<file path="src/rtl/uart_prog_loader.sv">
// UART program loader: frames received bytes into 24-bit words, writes them to instruction
// memory and sequences core hold/reset. Optional inter-byte timeout: define LOADER_TIMEOUT_EN.
module uart_prog_loader #(
  parameter int unsigned ADDR_W           = 8,
  parameter int unsigned RST_PULSE_CYCLES = 16,
  parameter int unsigned TIMEOUT_CYCLES   = 100000
) (
  input  logic              clk,
  input  logic              rst,
  input  logic              rx_valid,
  input  logic [7:0]        rx_data,
  output logic              imem_we,
  output logic [ADDR_W-1:0] imem_addr,
  output logic [23:0]       imem_wdata,
  output logic              cpu_hold,
  output logic              cpu_rst,
  output logic              load_active,
  output logic [ADDR_W:0]   word_count,
  output logic              load_err
);

  localparam logic [23:0] START_WORD = 24'hFF0000;
  localparam logic [23:0] STOP_RUN   = 24'hFFFF00;
  localparam logic [23:0] STOP_HOLD  = 24'hFFFF01;
  localparam logic [ADDR_W-1:0] ADDR_MAX = '1;
  localparam int PCW = $clog2(RST_PULSE_CYCLES + 1);

  typedef enum logic {IDLE, LOAD} state_t;

  state_t             state, state_nxt;
  logic [15:0]        hist, hist_nxt;
  logic [1:0]         byte_idx, byte_idx_nxt;
  logic [PCW-1:0]     pulse_cnt, pulse_cnt_nxt;
  logic               imem_we_nxt, cpu_hold_nxt, cpu_rst_nxt, load_err_nxt;
  logic [ADDR_W-1:0]  imem_addr_nxt;
  logic [23:0]        imem_wdata_nxt;
  logic [ADDR_W:0]    word_count_nxt;

  // hist holds the two previous bytes; with the incoming byte it forms both the
  // sliding start-detect window in IDLE and the aligned word in LOAD.
  logic [23:0] window;
  logic        word_done, start_hit, mem_full;

  assign window    = {rx_data, hist};
  assign word_done = rx_valid && (state == LOAD) && (byte_idx == 2'd2);
  assign start_hit = ((rx_valid && (state == IDLE)) || word_done) && (window == START_WORD);
  // word_count reaches 2^ADDR_W exactly when the last address has been written.
  assign mem_full  = word_count[ADDR_W];
  assign load_active = (state == LOAD);

`ifdef LOADER_TIMEOUT_EN
  localparam int TW = $clog2(TIMEOUT_CYCLES + 1);
  logic [TW-1:0] timer, timer_nxt;
`endif

  // NOTE: every signal assigned below gets its hold value first, so no path leaves one
  // unassigned and no latch is inferred.
  always_comb begin
    state_nxt      = state;
    hist_nxt       = hist;
    byte_idx_nxt   = byte_idx;
    pulse_cnt_nxt  = pulse_cnt;
    imem_we_nxt    = 1'b0;
    imem_addr_nxt  = imem_addr;
    imem_wdata_nxt = imem_wdata;
    word_count_nxt = word_count;
    cpu_hold_nxt   = cpu_hold;
    cpu_rst_nxt    = cpu_rst;
    load_err_nxt   = load_err;

    // Address advances in the cycle the write is presented, saturating at the top.
    if (imem_we && (imem_addr != ADDR_MAX)) imem_addr_nxt = imem_addr + 1'b1;

    if (cpu_rst) begin
      if (pulse_cnt == '0) cpu_rst_nxt = 1'b0;
      else                 pulse_cnt_nxt = pulse_cnt - 1'b1;
    end

`ifdef LOADER_TIMEOUT_EN
    timer_nxt = '0;
    if ((state == LOAD) && (byte_idx != 2'd0) && !rx_valid) begin
      if (timer == TW'(TIMEOUT_CYCLES - 1)) begin
        byte_idx_nxt = 2'd0;
        load_err_nxt = 1'b1;
      end else begin
        timer_nxt = timer + 1'b1;
      end
    end
`endif

    if (rx_valid) begin
      hist_nxt = {rx_data, hist[15:8]};
      if (state == LOAD) byte_idx_nxt = (byte_idx == 2'd2) ? 2'd0 : byte_idx + 1'b1;
    end

    if (start_hit) begin
      state_nxt      = LOAD;
      imem_addr_nxt  = '0;
      word_count_nxt = '0;
      load_err_nxt   = 1'b0;
      byte_idx_nxt   = 2'd0;
      cpu_hold_nxt   = 1'b1;
      cpu_rst_nxt    = 1'b0;
      pulse_cnt_nxt  = '0;
    end else if (word_done) begin
      if (window == STOP_RUN) begin
        state_nxt     = IDLE;
        cpu_hold_nxt  = 1'b0;
        cpu_rst_nxt   = 1'b1;
        pulse_cnt_nxt = PCW'(RST_PULSE_CYCLES - 1);
      end else if (window == STOP_HOLD) begin
        state_nxt = IDLE;
      end else if (mem_full) begin
        load_err_nxt = 1'b1;
      end else begin
        imem_we_nxt    = 1'b1;
        imem_wdata_nxt = window;
        word_count_nxt = word_count + 1'b1;
      end
    end
  end

  // NOTE: state registers use non-blocking assignments so every flop samples pre-edge values.
  always_ff @(posedge clk or posedge rst) begin
    if (rst) begin
      state      <= IDLE;
      hist       <= '0;
      byte_idx   <= 2'd0;
      pulse_cnt  <= '0;
      imem_we    <= 1'b0;
      imem_addr  <= '0;
      imem_wdata <= '0;
      word_count <= '0;
      cpu_hold   <= 1'b0;
      cpu_rst    <= 1'b0;
      load_err   <= 1'b0;
    end else begin
      state      <= state_nxt;
      hist       <= hist_nxt;
      byte_idx   <= byte_idx_nxt;
      pulse_cnt  <= pulse_cnt_nxt;
      imem_we    <= imem_we_nxt;
      imem_addr  <= imem_addr_nxt;
      imem_wdata <= imem_wdata_nxt;
      word_count <= word_count_nxt;
      cpu_hold   <= cpu_hold_nxt;
      cpu_rst    <= cpu_rst_nxt;
      load_err   <= load_err_nxt;
    end
  end

`ifdef LOADER_TIMEOUT_EN
  always_ff @(posedge clk or posedge rst) begin
    if (rst) timer <= '0;
    else     timer <= timer_nxt;
  end
`endif

endmodule

</file>
<file path="config.mk">
export PLATFORM = sky130hd
export DESIGN_NAME = uart_prog_loader
export DESIGN_NICKNAME = d
export VERILOG_FILES = /design/src/rtl/uart_prog_loader.sv
export SDC_FILE = /design/constraint.sdc
export NUM_CORES = 1
export LEC_CHECK = 0
export CORE_ASPECT_RATIO = 1.4
export CORE_MARGIN = 2
export CORE_UTILIZATION = 55
export CTS_CLUSTER_DIAMETER = 150
export DETAILED_ROUTE_END_ITERATION = 10
export GPL_TIMING_DRIVEN = 0
export PLACE_DENSITY_LB_ADDON = 0.1
export RECOVER_POWER = 50
export SLEW_MARGIN = 40
export SYNTH_ARGS = -nofsm -noshare
export SYNTH_HDL_FRONTEND = slang
export SYNTH_SLANG_ARGS = --single-unit
</file>
<file path="constraint.sdc">
create_clock -name clk -period 5.33 [get_ports clk]
set_input_delay 1.066 -clock clk [delete_from_list [all_inputs] [get_ports clk]]
set_output_delay 1.066 -clock clk [all_outputs]
set_load 0.005 [all_outputs]
</file>
Word level (Yosys, flattened, before mapping)
Index checks and enable logic that the tools add are counted.

Register bits: 69. Bits of input ports: 11.

Bitwise operators: 5. Equality and inequality tests: 8. Reduce and logical (&&, ||, !) cells: 21. Add/subtract/negate cells: 4. Muxes and demuxes: 38.

Operator list (count): $eq 24x24->1 const B (3); $mux 9 (5); $mux 5 (5); $mux 1 (22); $mux 8 (2); $reduce_bool 2->1 (6); $add 9x1->9 const B (1); $add 8x1->8 const B (1); $mux 2 (4); $ne 8x8->1 const B (1); $reduce_and 4->1 (2); $reduce_and 2->1 (3); $logic_and 1x1->1 (5); $logic_not 5->1 (1); $not 1->1 (5); $reduce_and 5->1 (1); $sub 5x1->5 const B (1); $ne 2x2->1 const B (2); $reduce_and 3->1 (1); $reduce_bool 3->1 (1); $add 2x1->2 const B (1); $eq 2x2->1 const B (1); $ne 2x1->1 const B (1); $logic_or 1x1->1 (1).

Depth between registers and ports, before layout
Gate-level depths: netlist of run 1.

Depth after elaboration: 6. Depth in mapped cells: 8. Mapped depth without buffers: 7.

Worst setup path after synthesis of run 1
Ideal clock, no wire load.

Path kind: in2reg. Start point: input port rx_data[7]. End point: register imem_wdata[0]. Required time: 5.205 ns. Setup slack: 2.585 ns. Stages: 8. Path buffers: 3. Arrival: 2.619 ns. Setup time: 0.125 ns. Path through: or4b_1 nor4_2 and2_1 buf_6 nand2b_2 buf_6 buf_12 mux2_4.

Word-level cells in the longest chain between the ends: 4. Elaborated cells between the ends (all ways): 8. Classes of those cells: eq/ne (3); bitwise (3); reduce/logical (2).

RTL lines: start, declared (line 11) `input logic [7:0] rx_data,`; $eq 24x24->1 (line 46) `assign start_hit = ((rx_valid && (state == IDLE)) || word_done) && (window == START_WORD);`; $logic_and 1x1->1 (line 46); $not 1->1 (no line); $reduce_and 5->1 (no line) (*); end signal, assigned (line 144) `imem_wdata <= imem_wdata_nxt;`; end, declared (line 14) `output logic [23:0] imem_wdata,`.

Every way passes the cells marked *; elsewhere a longest branch is shown, timed or not. A chain may end at the register's enable or synchronous reset.

==> parameters.txt, run 1 <==
Parameter                              Value

Critical path
  Critical-path maximum fanout ... 42
  Worst-case register-to-register setup slack ... 2850 ps
  Stage delay of the slowest cell on the critical path ... 1160 ps
  FF-to-FF End ... imem_wdata[11]
  Worst Path Required ... 5520 ps
  Worst R2R Path Depth ... 8
  Category of the worst setup path launch point ... input pin
  Start-to-end type of the worst setup path ... input pin to async pin
  Crit path max-delay family ... buffers and inverters
  Critical path arrival ... 3830 ps
  CP endpoint kind ... async pin
  Cell with the largest stage delay on the worst path ... clkbuf_1
  Sum of buffers and inverters on the critical path ... 3
  Series of cell instances along the critical path ... dlygate4sd3_1 -> clkinvlp_2 -> clkbuf_1
  Reg-to-reg critical path startpoint ... hist[5]

Status
  Run status ... finished, violations left
  Failing checks ... capacitance limit, slew limit

Placement
  Placement Setup Slack ... 1833 ps
  RD Place Congestion ... 0.8018
  Post-Place Cells ... 378
  Post-DP HPWL ... 4.565 mm
  Buffers on Ports ... 56

Final layout
  Layout area overhead ... 26.68%
  Sequential cell area ... 0.001727 sq mm
  Number of inserted diodes ... 0
  Footprint of the multi-input gates ... 0.001311 sq mm
  Layout Nets ... 335
  Filler Cells Inserted ... 406
  Layout cell share with drive strength beyond 1 ... 21.78%
  Finished Layout Cells ... 394
  Final standard cell utilization of the core ... 72.46%

Synth
  Library cell with the highest instance count after synthesis ... dfrtp_1
  Count of unique library cells instantiated by Yosys ... 48
  Syn avg cell area ... 12.49 sq um
  Most used standard cells in the synthesized netlist ... dfrtp_1, nor2_1, mux2_2
  Post-synthesis instance total ... 253
  Proportion of synthesized flip-flops having asynchronous set or reset ... 100.0%
  Part of the Yosys area used for sequential elements ... 54.63%
  Synth Cell Area ... 0.003161 sq mm
  Area share of the largest cell type after synthesis ... 54.63%
  Cell taking the most area after synthesis ... dfrtp_1
  Post-synth net total ... 267
  Number of storage elements in the synthesis netlist ... 69
  Synth Warn # ... 0
  Number of enable flip-flop cells after synthesis ... 0
  Cell types occupying the most area after synthesis ... dfrtp_1, mux2_4, mux2_2
  Prevailing post-synth register cell ... dfrtp_1

STA
  Number of max-slew violations in the final report ... 43
  Unrepaired setup endpoints after global routing ... false
  Final worst path period need ... 3635 ps
  Pin slew with the least headroom to its limit ... 1784 ps
  Fin crit share ... 68.21%
  Smallest setup slack after layout ... 1695 ps
  Setup_tns ... 0 ps
  Setup-violating endpoint count in the final report ... 0
  Setup skew after layout ... 4.714 ps
  Number of failing hold endpoints at the final stage ... 0
  Highest Clock Rate ... 275.1 MHz
  Max_slew headroom ... -19.56%

Clock network
  Largest buffer count on any clock path ... 2
  Clock-pin transition on the worst setup and hold timing paths ... 70 ps
  Clock buffers created by TritonCTS ... 9
  Root Buffer ... clkbuf_8
  CTS tree ... done
  CTS Hold Bufs ... 0
  Post_cts resized ... 0
  Level count of the clock H-tree ... 3
  Clock latency of the later-clocked register in the worst-skew pair ... 340 ps
  Clock sinks ... 69
  Setup fix buffers added after clock tree synthesis ... 0

Route
  Vias ... 2210
  WL/cell ... 16.24 microns
  Routed wire length ... 6.400 mm
  Vias per std cell ... 5.609
  First-iteration detailed-routing DRC count ... 117
  # DRC ... 0
  DRT antenna net count ... 0
  1st-pass router iterations ... 4

Job
  Max-cap check violation count ... 1

Power
  Worst voltage drop across the vdd grid ... 0.2925 mV
  Total power density per cell area ... 270.6 mW/mm^2
  Static power due to leakage ... 0.001888 uW

Floorplan
  Die width ... 68.07 microns
  Full die area ... 0.006377 sq mm
  Effective utilization at floorplan ... 57.20%
  Vertical die dimension ... 93.70 microns
  Core region area ... 0.005525 sq mm
  Number of top-level pins ... 57
  Total number of placement rows ... 32

GRT
  Initial antenna violation count ... 0
  Number of global-route vias before repair ... 2184
  Global-route wire length before repair ... 10.58 mm
  Congestion Overflow GR ... 0
  Maximum number of pins on one net before global-route repair ... 43
  Overall routing resource usage ... 22.81%

Min path
  Hold path startpoint ... imem_wdata[17]
  Hold endpoint ... imem_wdata[17]
  Number of stages on the worst hold path ... 1
  Class of the tightest hold or removal check ... flop to flop
[routing by layer]
| metal | vias up | global-route usage [%] | wire, microns |
|---|---|---|---|
| met1 | 1105 | 27.83 | 2665 |
| met5 | - | 0 | 0 |
| met2 | 52 | 37.06 | 3338 |
| met3 | 9 | 7.794 | 297 |
| li1 | 1044 | - | - |
| met4 | 0 | 8.000 | 98 |
[cells by family (layout without fill, tap and decap cells)]
group,after synthesis,in the layout,synth area share (%)
compound gates,27,27,5.979
xor+xnor,7,7,1.940
simple gates,84,84,14.33
buf+inv,19,92,3.879
flops,69,69,54.63
fa+ha+maj,3,3,1.188
mux,44,44,18.05
[worst max-delay path by stage]
| stage | start | to | slack [ps] | depth (start not counted) |
|---|---|---|---|---|
| after global placement | rst | word_count[5] | 1410 | 2 |
| after detailed placement | rx_data[7] | imem_wdata[23] | 1830 | 9 |
| after floorplan | rst | byte_idx[0] | 2520 | 1 |
| after global routing | rst | hist[4] | 1150 | 3 |
| final | rst | imem_wdata[10] | 1690 | 3 |
| after CTS | rx_data[7] | imem_wdata[0] | 2200 | 9 |
[layout make-up]
cell class                 count  area share, %
buffer                        10          2.219
clock buffer                  12          3.625
clock inverter                 4          1.188
inverter                       9         0.8750
multi-input combinational    165          32.75
sequential                    69          43.13
tap                           68          2.125
timing repair buffer          57          14.09
[state kept, by name (all words and copies together), names as in the netlist]
name / flops
pulse_cnt: 5
imem_wdata: 24
load_active: 1
cpu_rst: 1
hist: 16
cpu_hold: 1
imem_we: 1
byte_idx: 2
load_err: 1
word_count: 9
imem_addr: 8
[placed cells by master, fill, tap and decap left out, types with 2 or more instances in the layout]
cell / count
nor2_1: 25
o21ai_0: 6
xor2_1: 3
mux2_1: 2
a21oi_1: 2
nand2_1: 14
mux2_2: 22
a22o_1: 2
nor2b_1: 3
or3_1: 2
nand4_1: 6
nand4b_1: 2
nor4_1: 2
nor3_1: 8
nor4_2: 2
nand3_1: 5
a211oi_1: 6
or4_1: 3
clkbuf_1: 5
a211o_1: 3
buf_2: 3
and3_1: 3
clkdlybuf4s50_1: 37
dfrtp_1: 69
buf_6: 2
buf_12: 2
clkbuf_8: 10
inv_1: 7
mux2_4: 20
clkinv_2: 2
dlygate4sd3_1: 19
xnor2_1: 4
ha_1: 3
[per-stage QoR]
stage | hold slack (ps) | cell area [sq um] | power, uW
floorplan | 486.0 | 3161 | 649.3
global placement | 477.0 | 3806 | 678.4
detailed placement | 492.2 | 3829 | 684.1
CTS | 508.0 | 4021 | 1096
global route | 525.5 | 4004 | 1134
finish | 503.8 | 4004 | 1083
[power by group]
| group | internal [uW] | switching, uW |
|---|---|---|
| Clock | 227 | 184 |
| Sequential | 554 | 33.7 |
| Combinational | 42.1 | 42.4 |
(Power assumes the default switching activity.)
==> run 2, diff against run 1 <==
Settings changed: CORE_UTILIZATION 55 to 52.
Clock period 5.33 ns to 3.6 ns, I/O delays scaled along.
==> run 2 against run 1 <==
Net effect: the flow now finishes without violations; power is 48% higher; non-clock buffer count stayed put; critical path depth up 6; final cell count up 0.51%; clock power is 48% higher; clock skew is 6.7 ps higher; global-route usage decreased by 2.2 points; register-to-register slack got worse by 1700 ps; highest routed layer unchanged.
==> parameters.txt, run 2 (synthesis gave the netlist of run 1 again) <==
Parameter                              Value

Floorplan
  Number of top-level pins ... 57 (unchanged)
  Full die area ... 0.006727 sq mm (was 0.006377 sq mm)
  Total number of placement rows ... 33 (was 32)
  Die width ... 69.89 microns (was 68.07 microns)
  Vertical die dimension ... 96.25 microns (was 93.70 microns)
  Core region area ... 0.005863 sq mm (was 0.005525 sq mm)
  Effective utilization at floorplan ... 53.91% (was 57.20%)

Final layout
  Layout cell share with drive strength beyond 1 ... 22.70% (was 21.78%)
  Final standard cell utilization of the core ... 68.46% (was 72.46%)
  Layout Nets ... 335 (unchanged)
  Finished Layout Cells ... 396 (was 394)
  Number of inserted diodes ... 0 (unchanged)
  Layout area overhead ... 27.00% (was 26.68%)
  Commonest non-fill, non-tap cell in the layout ... dfrtp_1 (unchanged)
  Highest-count cells in the layout ignoring fill and taps ... dfrtp_1, clkdlybuf4s50_1, nor2_1 (unchanged)
  Register with the most flip-flops ... imem_wdata (unchanged)
  Flip-flop count of the largest register, all copies and words added ... 24 (unchanged)
  Largest registers in the final layout ... imem_wdata (24), hist (16), word_count (9) (unchanged)

Clock network
  Root Buffer ... clkbuf_8 (unchanged)
  Level count of the clock H-tree ... 3 (unchanged)
  CTS tree ... done (unchanged)
  Setup fix buffers added after clock tree synthesis ... 0 (unchanged)
  Largest buffer count on any clock path ... 2 (unchanged)
  Post_cts resized ... 0 (unchanged)
  Clock latency of the later-clocked register in the worst-skew pair ... 340 ps (about the same)
  Clock-pin transition on the worst setup and hold timing paths ... 60 ps (was 70 ps)
  CTS Hold Bufs ... 0 (unchanged)
  Clock sinks ... 69 (unchanged)
  Clock buffers created by TritonCTS ... 9 (unchanged)

GRT
  Global-route met1 utilization ... 25.72% (was 27.83%)
  Met3 Use GR ... 5.445% (was 7.794%)
  Initial antenna violation count ... 0 (unchanged)
  Global-route wire length before repair ... 10.56 mm (was 10.58 mm)
  Overall routing resource usage ... 20.57% (was 22.81%)
  Maximum number of pins on one net before global-route repair ... 37 (was 43)
  Met2 global-route usage ... 34.13% (was 37.06%)
  Most crowded layer after global routing ... met2 (unchanged)
  Number of global-route vias before repair ... 2092 (was 2184)
  Congestion Overflow GR ... 0 (unchanged)

Route
  DRT antenna net count ... 0 (unchanged)
  1st-pass router iterations ... 4 (unchanged)
  # DRC ... 0 (unchanged)
  Vias ... 2198 (was 2210)
  Vias per std cell ... 5.551 (was 5.609)
  Routed wire length ... 6.253 mm (was 6.400 mm)
  WL/cell ... 15.79 microns (was 16.24 microns)
  First-iteration detailed-routing DRC count ... 96 (was 117)

STA
  Final worst path period need ... 2805 ps
  Setup-violating endpoint count in the final report ... 0 (unchanged)
  Highest Clock Rate ... 356.5 MHz
  Max_slew headroom ... 2.038% (was -19.56%)
  Setup_tns ... 0 ps (unchanged)
  Fin crit share ... 77.91%
  Setup skew after layout ... 11.39 ps (was 4.714 ps)
  Pin slew with the least headroom to its limit ... 1461 ps (was 1784 ps)
  Unrepaired setup endpoints after global routing ... false (unchanged)
  Number of max-slew violations in the final report ... 0 (was 43)
  Number of failing hold endpoints at the final stage ... 0 (unchanged)
  Smallest hold slack ... 496.5 ps (was 503.8 ps)

Min path
  Class of the tightest hold or removal check ... flop to flop (unchanged)

Critical path
  Worst Path Required ... 3820 ps (was 5520 ps)
  Start-to-end type of the worst setup path ... input pin to flop (was input pin to async pin)
  Critical-path maximum fanout ... 10 (was 42)
  Critical path arrival ... 3020 ps (was 3830 ps)
  Category of the worst setup path launch point ... input pin (unchanged)
  CP endpoint kind ... flop (was async pin)

Power
  Tot Pwr ... 1608 uW (was 1083 uW)
  Worst voltage drop across the vdd grid ... 0.3028 mV (was 0.2925 mV)
  Total power density per cell area ... 400.5 mW/mm^2 (was 270.6 mW/mm^2)
  Static power due to leakage ... 0.001900 uW (was 0.001888 uW)

Placement
  RD Place Congestion ... 0.8162 (was 0.8018)
  Post-DP HPWL ... 4.521 mm (was 4.565 mm)
  Buffers on Ports ... 56 (unchanged)
  Post-Place Cells ... 380 (was 378)

Job
  Max-cap check violation count ... 0 (was 1)

Status
  Run status ... completed (was finished, violations left)
run 2: cell count changes in the layout (fill, tap and decap cells not counted), sizes merged:
cell and change:
clkinvlp -1, clkinv +2, clkbuf -1
run 2: worst paths after layout:
kind	to	start	cells after the start	slack [ps]
worst max register to register	imem_wdata[3]	hist[5]	8	1130
worst min register to register	imem_wdata[16]	imem_wdata[16]	1	500
min in group asynchronous	imem_wdata[1]	rst	2	1170
max in group asynchronous	imem_wdata[11]	rst	3	980
worst min-delay path	imem_wdata[16]	imem_wdata[16]	1	500
worst max-delay path	imem_wdata[3]	rx_data[7]	9	800
run 2: final cells by class:
class                           instances  area [sq um]
Sequential cell                        69          1727
Multi-Input combinational cell        165          1319
Fill cell                             461          1849
Inverter                                9         35.03
Clock buffer                           11         141.4
Tap cell                               70         87.58
Buffer                                 10         88.84
Clock inverter                          5         50.05
Timing Repair Buffer                   57         565.5
run 2: routing by layer:
layer / routed length [microns] / vias up
met1: 2643 / 1097
met3: 274 / 8
met5: 0 / -
met4: 97 / 0
li1: - / 1046
met2: 3238 / 47
run 2: worst max-delay path, cell delays in order:
cell	delay [ps]
clkdlybuf4s50_1	560
or4b_1	470
nor4_2	210
and2_1	190
buf_6	120
nand2b_2	120
buf_6	160
buf_12	160
mux2_4	300
run 2: power breakdown:
| part | total (uW) | internal [uW] | leakage, uW | switching (uW) |
|---|---|---|---|---|
| clock network | 609 | 334 | 0.000103 | 274 |
| logic | 128 | 62.5 | 0.000932 | 65.1 |
| registers | 871 | 819 | 0.000865 | 52.1 |
| total | 1610 | 1220 | 0.00190 | 391 |
run 2: per-stage QoR:
step                area [sq um]  worst slack (ps)
floorplan                   3161              1140
global placement            3809             12.12
detailed placement          3831             427.2
CTS                         4023             790.7
global route                4014             545.6
finish                      4014             795.2
==> run 3, diff against run 2 <==
Clock period 3.6 ns to 2.9 ns, I/O delays scaled along.
==> run 3 against run 2 <==
Net effect: the flow now finishes with violations (capacitance limit, slew limit); utilization is 0.26 points higher; via count hardly changed; non-clock buffer count stayed put; power is 24% higher; critical path type unchanged; critical endpoint unchanged; largest cell class unchanged.
==> parameters.txt, run 3 (synthesis gave the netlist of run 1 again) <==
Parameter                              Value

Status
  Run status ... finished, violations left (was completed)
  Failing checks ... capacitance limit, slew limit

Min path
  Hold path startpoint ... imem_wdata[16] (unchanged)
  Number of stages on the worst hold path ... 1 (unchanged)
  Class of the tightest hold or removal check ... flop to flop (unchanged)
  Hold endpoint ... imem_wdata[16] (unchanged)

Clock network
  Root Buffer ... clkbuf_8 (unchanged)
  Level count of the clock H-tree ... 3 (unchanged)
  CTS Hold Bufs ... 0 (unchanged)
  Post_cts resized ... 0 (unchanged)
  Largest buffer count on any clock path ... 2 (unchanged)
  Clock buffers created by TritonCTS ... 9 (unchanged)
  Clock-pin transition on the worst setup and hold timing paths ... 60 ps (about the same)
  Setup fix buffers added after clock tree synthesis ... 0 (unchanged)
  Clock latency of the later-clocked register in the worst-skew pair ... 340 ps (about the same)
  CTS tree ... done (unchanged)
  Clock sinks ... 69 (unchanged)

Floorplan
  Total number of placement rows ... 33 (unchanged)
  Number of top-level pins ... 57 (unchanged)
  Full die area ... 0.006727 sq mm (unchanged)
  Vertical die dimension ... 96.25 microns (unchanged)
  Core region area ... 0.005863 sq mm (unchanged)
  Effective utilization at floorplan ... 53.91% (unchanged)
  Die width ... 69.89 microns (unchanged)

Critical path
  Critical path arrival ... 2870 ps (was 3020 ps)
  Series of cell instances along the critical path ... clkdlybuf4s50_1 -> or4b_1 -> nor4_2 -> and2_1 -> buf_6 -> nand2b_2 -> buf_6 -> buf_12 -> mux2_4 (unchanged)
  Worst R2R Path Depth ... 8 (unchanged)
  CP endpoint kind ... flop (unchanged)
  Category of the worst setup path launch point ... input pin (unchanged)
  Cell with the largest stage delay on the worst path ... clkdlybuf4s50_1 (unchanged)
  Most common cell on crit path ... buf_6 (unchanged)
  Start-to-end type of the worst setup path ... input pin to flop (unchanged)
  Worst Path Required ... 3110 ps (was 3820 ps)
  Worst-case register-to-register setup slack ... 430 ps (was 1130 ps)
  Stage delay of the slowest cell on the critical path ... 560 ps (about the same)
  Reg-to-reg critical path startpoint ... hist[5] (unchanged)
  FF-to-FF End ... imem_wdata[3] (unchanged)
  Critical-path maximum fanout ... 10 (unchanged)

STA
  Smallest setup slack after layout ... 242.5 ps (was 795.2 ps)
  Pin slew with the least headroom to its limit ... 1527 ps (was 1461 ps)
  Fin crit share ... 91.64%
  Smallest hold slack ... 497.5 ps (was 496.5 ps)
  Setup-violating endpoint count in the final report ... 0 (unchanged)
  Number of failing hold endpoints at the final stage ... 0 (unchanged)
  Max_slew headroom ... -2.389% (was 2.038%)
  Highest Clock Rate ... 376.3 MHz
  Setup skew after layout ... 12.19 ps (was 11.39 ps)
  Number of max-slew violations in the final report ... 34 (was 0)
  Final worst path period need ... 2657 ps
  Unrepaired setup endpoints after global routing ... false (unchanged)

Placement
  Placement Setup Slack ... -132.8 ps (was 427.2 ps)
  Post-Place Cells ... 380 (unchanged)
  RD Place Congestion ... 0.8162 (unchanged)
  Post-DP HPWL ... 4.521 mm (unchanged)
  Buffers on Ports ... 56 (unchanged)

GRT
  Overall routing resource usage ... 20.57% (unchanged)
  Initial antenna violation count ... 0 (unchanged)
  Global-route wire length before repair ... 10.56 mm (unchanged)
  Congestion Overflow GR ... 0 (unchanged)
  Number of global-route vias before repair ... 2092 (unchanged)
  Maximum number of pins on one net before global-route repair ... 37 (unchanged)

Final layout
  Flip-flop count of the largest register, all copies and words added ... 24 (unchanged)
  Highest-count cells in the layout ignoring fill and taps ... dfrtp_1, clkdlybuf4s50_1, nor2_1 (unchanged)
  Filler Cells Inserted ... 459 (was 461)
  Layout Nets ... 335 (unchanged)
  Largest registers in the final layout ... imem_wdata (24), hist (16), word_count (9) (unchanged)
  Finished Layout Cells ... 396 (unchanged)
  Commonest non-fill, non-tap cell in the layout ... dfrtp_1 (unchanged)
  Number of inserted diodes ... 0 (unchanged)
  Layout cell share with drive strength beyond 1 ... 22.70% (unchanged)
  Register with the most flip-flops ... imem_wdata (unchanged)
  Layout area overhead ... 27.47% (was 27.00%)

Route
  WL/cell ... 15.79 microns (about the same)
  Vias per std cell ... 5.553 (was 5.551)
  1st-pass router iterations ... 4 (unchanged)
  DRT antenna net count ... 0 (unchanged)
  First-iteration detailed-routing DRC count ... 108 (was 96)
  Routed wire length ... 6.254 mm (was 6.253 mm)
  Vias ... 2199 (was 2198)
  # DRC ... 0 (unchanged)

Job
  Max-cap check violation count ... 1 (was 0)

Power
  Worst voltage drop across the vdd grid ... 0.3719 mV (was 0.3028 mV)
  Total power density per cell area ... 495.6 mW/mm^2 (was 400.5 mW/mm^2)
  Static power due to leakage ... 0.001905 uW (was 0.001900 uW)
  Tot Pwr ... 1997 uW (was 1608 uW)
==> run 3: power by group <==
part	internal [uW]	leakage (uW)	switching (uW)
logic	80.0	0.000937	81.4
clock network	415	0.000103	338
registers	1020	0.000865	64.9
==> run 3: critical path, delay by kind of cell <==
family / cells / cell delay [ps]
mux: 1 / 300
buf+inv: 4 / 1000
simple gates: 4 / 980
==> run 3: per-layer routing <==
| metal | track usage, % | share of wire, % |
|---|---|---|
| met2 | 34.13 | 52 |
| met4 | 8.494 | 1.6 |
| met5 | 0 | 0 |
| met3 | 5.445 | 4.4 |
| met1 | 25.72 | 42 |
==> run 3: worst max-delay path by stage <==
stage | to | cells after the start | from
final | imem_wdata[3] | 9 | rx_data[7]
after global routing | pulse_cnt[1] | 8 | rx_valid
after CTS | imem_wdata[3] | 9 | rx_data[7]
after detailed placement | imem_wdata[3] | 9 | rx_data[7]
after global placement | word_count[5] | 2 | rst
after floorplan | byte_idx[0] | 1 | rst
==> run 3: metrics by stage <==
stage	utilization [%]	setup TNS [ps]	area, sq um
floorplan	-	0	3161
global placement	64.96	-40130	3809
detailed placement	65.34	-2708	3831
CTS	68.61	0	4023
global route	68.72	0	4029
finish	68.72	0	4029
==> run 3: final cells by class <==
type | count | area, sq um | area share, %
multi-input cells | 165 | 1319 | 32.73
clock inverters | 5 | 50.05 | 1.242
flip-flops and latches | 69 | 1727 | 42.86
inverters | 9 | 35.03 | 0.8696
plain buffers | 10 | 88.84 | 2.205
repair buffers | 57 | 580.6 | 14.41
clock buffers | 11 | 141.4 | 3.509
well taps | 70 | 87.58 | 2.174
